===== config.mk =====
export PLATFORM = sky130hd
export DESIGN_NAME = contador_progressivo_mmss
export DESIGN_NICKNAME = d
export VERILOG_FILES = /design/src/rtl/contador_progressivo_mmss.sv
export SDC_FILE = /design/constraint.sdc
export NUM_CORES = 1
export LEC_CHECK = 0
export CAP_MARGIN = 20
export CORE_MARGIN = 10
export CORE_UTILIZATION = 35
export DETAILED_ROUTE_END_ITERATION = 7
export GPL_TIMING_DRIVEN = 1
export PLACE_DENSITY = 0.69
export SLEW_MARGIN = 15
export SYNTH_ARGS = -nofsm -noshare
export SYNTH_HDL_FRONTEND = slang
export SYNTH_SLANG_ARGS = --single-unit

===== constraint.sdc =====
create_clock -name clk -period 4.75 [get_ports clk]
set_input_delay 1.1875 -clock clk [delete_from_list [all_inputs] [get_ports clk]]
set_output_delay 1.1875 -clock clk [all_outputs]
set_load 0.005 [all_outputs]

===== src/rtl/contador_progressivo_mmss.sv =====
// contador_progressivo_mmss: up-counting BCD stopwatch, MM:SS from 00:00 up to
// MAX_MINUTOS:59. It advances on the shared 1 Hz tick strobe and stops in an
// overflow state at the ceiling instead of wrapping around.
module contador_progressivo_mmss #(
    parameter int MAX_MINUTOS = 99
) (
    input  logic       clk,
    input  logic       clearN,
    input  logic       tick,
    input  logic       iniciar,
    input  logic       pausar,
    input  logic       zerar,
    output logic [3:0] qUnidadeSegundos,
    output logic [3:0] qDezenaSegundos,
    output logic [3:0] qUnidadeMinutos,
    output logic [3:0] qDezenaMinutos,
    output logic       carryMinuto,
    output logic       contando,
    output logic       estouro
);

    typedef enum logic [1:0] {
        PARADO   = 2'd0,
        CONTANDO = 2'd1,
        ESTOURO  = 2'd2
    } estado_t;

    // Ceiling split into BCD minute digits so the comparison is per-digit.
    localparam logic [3:0] MAX_MT = 4'(MAX_MINUTOS / 10);
    localparam logic [3:0] MAX_MU = 4'(MAX_MINUTOS % 10);

    estado_t    estado_q, estado_d;
    logic [3:0] su_q, su_d;
    logic [3:0] st_q, st_d;
    logic [3:0] mu_q, mu_d;
    logic [3:0] mt_q, mt_d;
    logic       carry_q, carry_d;
    logic       contando_q, contando_d;
    logic       estouro_q, estouro_d;

    logic cmd_clear;
    logic cmd_pause;
    logic cmd_start;
    logic cmd_tick;
    logic at_max;

    // Command decode: at most one command is honoured per cycle, highest
    // priority first (zerar, pausar, iniciar, tick).
    always_comb begin
        cmd_clear = zerar;
        cmd_pause = !zerar && pausar;
        cmd_start = !zerar && !pausar && iniciar;
        cmd_tick  = !zerar && !pausar && !iniciar && tick;
    end

    // True when the display already shows MAX_MINUTOS:59.
    always_comb begin
        at_max = (mt_q == MAX_MT) && (mu_q == MAX_MU) &&
                 (st_q == 4'd5)   && (su_q == 4'd9);
    end

    // Next-state logic for the control FSM.
    always_comb begin
        estado_d = estado_q;
        if (cmd_clear) begin
            estado_d = PARADO;
        end else begin
            case (estado_q)
                PARADO: begin
                    if (cmd_start) begin
                        estado_d = CONTANDO;
                    end
                end
                CONTANDO: begin
                    if (cmd_pause) begin
                        estado_d = PARADO;
                    end else if (cmd_tick && at_max) begin
                        estado_d = ESTOURO;
                    end
                end
                ESTOURO: begin
                    estado_d = ESTOURO;
                end
                default: begin
                    estado_d = PARADO;
                end
            endcase
        end
        contando_d = (estado_d == CONTANDO);
        estouro_d  = (estado_d == ESTOURO);
    end

    // Digit datapath: clear, or a full BCD ripple increment on a counted tick.
    // At the ceiling the digits hold and no minute carry is produced.
    always_comb begin
        su_d    = su_q;
        st_d    = st_q;
        mu_d    = mu_q;
        mt_d    = mt_q;
        carry_d = 1'b0;
        if (cmd_clear) begin
            su_d = 4'd0;
            st_d = 4'd0;
            mu_d = 4'd0;
            mt_d = 4'd0;
        end else if ((estado_q == CONTANDO) && cmd_tick && !at_max) begin
            if (su_q == 4'd9) begin
                su_d = 4'd0;
                if (st_q == 4'd5) begin
                    st_d    = 4'd0;
                    carry_d = 1'b1;
                    if (mu_q == 4'd9) begin
                        mu_d = 4'd0;
                        mt_d = mt_q + 4'd1;
                    end else begin
                        mu_d = mu_q + 4'd1;
                    end
                end else begin
                    st_d = st_q + 4'd1;
                end
            end else begin
                su_d = su_q + 4'd1;
            end
        end
    end

    // State and output registers with asynchronous active-low clear.
    always_ff @(posedge clk or negedge clearN) begin
        if (!clearN) begin
            estado_q   <= PARADO;
            su_q       <= 4'd0;
            st_q       <= 4'd0;
            mu_q       <= 4'd0;
            mt_q       <= 4'd0;
            carry_q    <= 1'b0;
            contando_q <= 1'b0;
            estouro_q  <= 1'b0;
        end else begin
            estado_q   <= estado_d;
            su_q       <= su_d;
            st_q       <= st_d;
            mu_q       <= mu_d;
            mt_q       <= mt_d;
            carry_q    <= carry_d;
            contando_q <= contando_d;
            estouro_q  <= estouro_d;
        end
    end

    assign qUnidadeSegundos = su_q;
    assign qDezenaSegundos  = st_q;
    assign qUnidadeMinutos  = mu_q;
    assign qDezenaMinutos   = mt_q;
    assign carryMinuto      = carry_q;
    assign contando         = contando_q;
    assign estouro          = estouro_q;

endmodule


# --- Word level (Yosys, flattened, before mapping) ---
# Index checks and enable logic that the tools add are counted.
classes:
  addsub: 4
  n_eq_ne: 8
  mux: 26
  n_reduce_logical: 23
op_table:
  columns: ["cell", "n"]
  rows:
  - ["4-bit 2-to-1 mux", 17]
  - ["4-bit by 1-bit adder with 4-bit output, second input constant", 4]
  - ["4-bit equality test, second input constant", 3]
  - ["1-bit logical AND", 11]
  - ["2-bit 2-to-1 mux", 4]
  - ["2-bit nonzero test", 4]
  - ["2-bit one-hot mux with 3 select lines", 1]
  - ["2-bit by 1-bit equality test with 1-bit output, second input constant", 2]
  - ["2-bit equality test, second input constant", 2]
  - ["4-bit by 3-bit equality test with 1-bit output, second input constant", 1]
  - ["1-bit zero test", 4]
  - ["1-bit 2-to-1 mux", 4]
  - ["4-bit AND reduction", 1]
  - ["3-bit AND reduction", 1]
  - ["2-bit zero test", 1]
  - ["2-bit AND reduction", 1]
word_totals:
  regBits: 21
  out_inout_bits: 19
  elab_cells: 69

# --- Logic depth before layout (Yosys ltp) ---
depth:
  word_depth: 10
  ltp_mapped: 8

# --- Worst setup path after synthesis ---
# No wires, ideal clock.
synth_path:
  path_type: "in2reg"
  start: "input port iniciar"
  end: "register mt_q[1] (netlist: qDezenaMinutos[1])"
  arrival_ps: 2197
  required_ps: 4654
  slack_ps: 2457
  cell_stages: 5
  n_path_buf: 1
  cell_sequence: "and3b_2 nand4_4 buf_6 o31a_1 a311oi_2"
synth_between:
  elab_chain_cells: 7
synth_lines:
  columns: ["element", "line_no", "source"]
  rows:
  - ["start: declaration", "10", "input logic iniciar,"]
  - ["1-bit zero test", "53", "cmd_tick = !zerar && !pausar && !iniciar && tick;"]
  - ["1-bit logical AND (2 in series)", "53", null]
  - ["1-bit logical AND (2 in series)", "106", "end else if ((estado_q == CONTANDO) && cmd_tick && !at_max) begin"]
  - ["2-bit nonzero test (no line)", null, null]
  - ["4-bit AND reduction (no line)", null, null]
  - ["end signal: assignment", "143", "mt_q <= mt_d;"]
  - ["end: declaration", "36", "logic [3:0] mt_q, mt_d;"]
# No other way between the ends.
# A chain may end at the register's enable or synchronous reset.

# --- Worst setup path after layout ---
layout_path:
  start: "input port zerar"
  end: "register mt_q[2] (netlist: qDezenaMinutos[2])"
layout_between:
  elab_chain_cells: 8
  word_cells_on_any_way: 12
  classes_between: "1 x mux; 11 x reduce/logical"
layout_lines:
  columns: ["element", "line_no", "source"]
  rows:
  - ["start: declaration", "12", "input logic zerar,"]
  - ["1-bit zero test", "53", null]
  - ["1-bit logical AND (3 in series)", "53", null]
  - ["1-bit logical AND (2 in series)", "106", null]
  - ["2-bit nonzero test (no line)", null, null]
  - ["4-bit AND reduction (no line)", null, null]
# Parallel ways exist; a longest one is shown, timed or not.

==> impl_metrics.py <==
metrics = {
    "hold_path": {
        "min_path_type": "reg2reg",
    },
    "place": {
        "pre_cts_slack_ns": 1.60,
        "io_buffers": 24,
        "dp_hpwl_microns": 2110,
        "gp_routability_congestion": 0.846,
    },
    "setup_path": {
        "cp.arrival_ns": 3.07,
        "startpoint_type": "input port",
        "endpoint_kind": "flip-flop",
        "critPathMaxFanout": 22,
        "max_stage_delay_ns": 0.53,
        "criticalPathCategory": "in2reg",
        "path_cells": "clkdlybuf4s50_1, buf_4, nor3_4, nand4_4, or4_1, a21oi_1",
        "crit_slowest_cell": "or4_1",
        "cp.required_ns": 5.00,
    },
    "global_routing": {
        "antenna_found_initial": 0,
        "grtUsageTotal_pct": 9.49,
        "grt_max_degree": 23,
        "grt_pass1_vias": 1034,
        "grt_pass1_wl_microns": 4900,
        "grt_remaining_overflow": 0,
    },
    "final_layout": {
        "final_util_pct": 44.7,
        "drive_above_1_share_pct": 9.66,
        "layout.nets": 160,
        "n_antenna_cell": 0,
        "fillCellCount": 314,
        "area_growth_pct": 22.2,
    },
    "drt": {
        "vias_per_cell": 5.28,
        "drt_pass1_iterations": 4,
        "wire_per_inst_microns": 15.2,
        "drc": 0,
        "wl_microns": 2900,
        "dr.first_iter.drc_count": 58,
        "vias": 1008,
        "ant_nets": 0,
    },
    "logic_synthesis": {
        "ys_seq_area_share_pct": 42.4,
        "syn_inst": 121,
        "syn_nets": 135,
        "yosys-top-cells-area": "dfrtp_1 (42%), ha_1 (8.1%), o21ai_0 (4.4%)",
        "async_flop_share_pct": 100,
        "synth_common_cells": "dfrtp_1 (21), o21ai_0 (11), ha_1 (8), nor2_1 (8)",
        "yosysMostFrequentCell": "dfrtp_1",
        "yosysUniqueCellTypes": 35,
        "synth_top_area_share_pct": 42.4,
        "synth_edf_count": 0,
        "yosysWarnings": 0,
        "synth_top_area_cell": "dfrtp_1",
        "synth-seq-cells": 21,
        "syn-cell-area_sq_um": 1240,
        "yosys_most_used_dff": "dfrtp_1",
        "post_synth.cell_area_avg_sq_um": 10.2,
    },
    "clock_tree": {
        "clkSinkCount": 21,
        "htreeDepth": 1,
        "cts_setup_buffers": 0,
        "insertion_delay_ns": 0.32,
        "hold_buffers": 0,
        "clk_pin_slew_ns": 0.13,
        "cts_tree": "built",
        "root_buffer": "clkbuf_4",
        "cts_buffer_depth": 2,
        "numCtsBuffers": 3,
        "post_cts_resize_count": 0,
    },
    "sta": {
        "setup_viol_count_final": 0,
        "final_hold_viol_count": 0,
        "finalCriticalPeriod_ns": 2.82,
        "fin_ws_ns": 1.93,
        "max-slew-margin-rel_pct": 34.7,
        "rsz0062_at_grt": "no",
        "drv_slew": 0,
        "worst_slew_pin_slew_ns": 0.977,
        "setup_tns_ns": 0,
        "skew_ns": 0.00822,
        "max_freq_mhz": 354,
        "fin_crit_sh_pct": 59.4,
    },
    "run_status": {
        "status": "finished, final reports clean",
    },
    "die": {
        "io_pins": 25,
        "die_x_microns": 79.5,
        "die-height_microns": 79.5,
        "start_util_pct": 36.6,
        "placementRows": 21,
        "design.die.area_sq_um": 6320,
        "core_sq_um": 3390,
    },
    "pwr": {
        "power_leakage_nw": 0.604,
        "ir_drop_uv": 97.5,
        "pwr_density_cell_nw_per_um2": 194,
    },
    "flow_run": {
        "cap_violations": 0,
    },
}
-- worst paths after layout --
path	cells after the start	endpoint	slack (ns)	start
worst max-delay path	6	qDezenaMinutos[2]	1.93	zerar
min in group asynchronous	1	qUnidadeMinutos[1]	1.39	clearN
max in group asynchronous	1	qDezenaSegundos[3]	2.76	clearN
worst min-delay path	1	qUnidadeSegundos[0]	0.58	qUnidadeSegundos[0]
worst max register to register	6	qDezenaMinutos[2]	2.74	qUnidadeSegundos[1]
worst min register to register	1	qUnidadeSegundos[0]	0.58	qUnidadeSegundos[0]
-- sequential cells by signal, indices dropped and copies added (netlist names) --
register          count
estado_q              2
estouro               1
contando              1
qDezenaMinutos        4
carryMinuto           1
qUnidadeMinutos       4
qDezenaSegundos       4
qUnidadeSegundos      4
-- kinds of logic after synthesis --
group / share of synthesized area, %
AND/OR/NAND/NOR: 25.6
AO/OA/AOI/OAI: 15.5
flip-flops: 42.4
buffers and inverters: 6.76
adder cells (fa/ha/maj): 8.07
multiplexers: 1.61
-- per-stage QoR --
step	instances	instance area [sq um]	hold WS (ns)	power, mW
2_1_floorplan	121	1240	0.542	0.194
3_3_place_gp	187	1490	0.555	0.205
3_5_place_dp	187	1490	0.565	0.206
4_1_cts	191	1520	0.595	0.296
5_1_grt	191	1520	0.654	0.307
6_report	191	1520	0.581	0.293
-- report_power, final --
group,internal [mW],leakage (nW),switching (mW)
Clock,0.0316,0.0177,0.0595
Combinational,0.00905,0.294,0.0110
Sequential,0.180,0.292,0.00170
-- worst max-delay path, delay by kind of cell --
family / cells / cell delay [ns]
simple gates: 3 / 1.11
buf+inv: 2 / 0.63
compound gates: 1 / 0.15
-- placed cells by master (no fill, tap or decap), types with 3 or more instances in the layout --
master           netlist  layout
dfrtp_1               21      21
nand3_1                5       5
o31ai_1                3       3
clkdlybuf4s50_1        0      24
ha_1                   8       8
inv_1                  7       7
nand2_1                3       3
o21ai_0               11      11
nand3b_1               3       3
a21oi_1                7       7
clkbuf_4               0       3
or3_1                  6       6
or4_1                  5       5
a31oi_1                5       5
nor2_1                 8       8
-- per-layer routing --
layer | up-vias | wire length [microns] | GRT usage, %
li1 | 498 | - | -
met4 | 0 | 78 | 5.91
met5 | - | 0 | 0
met3 | 7 | 210 | 2.59
met1 | 468 | 1330 | 11.5
met2 | 35 | 1280 | 14.5
-- final cells by class --
class	count	area (sq um)	share of cell area, %
clock inverters	1	5.00	0.330
multi-input cells	88	631	41.6
inverters	7	26.3	1.73
clock buffers	3	22.5	1.49
repair buffers	25	248	16.4
well taps	46	57.6	3.80
flip-flops and latches	21	526	34.7
Power figures use the tool's default switching activity.
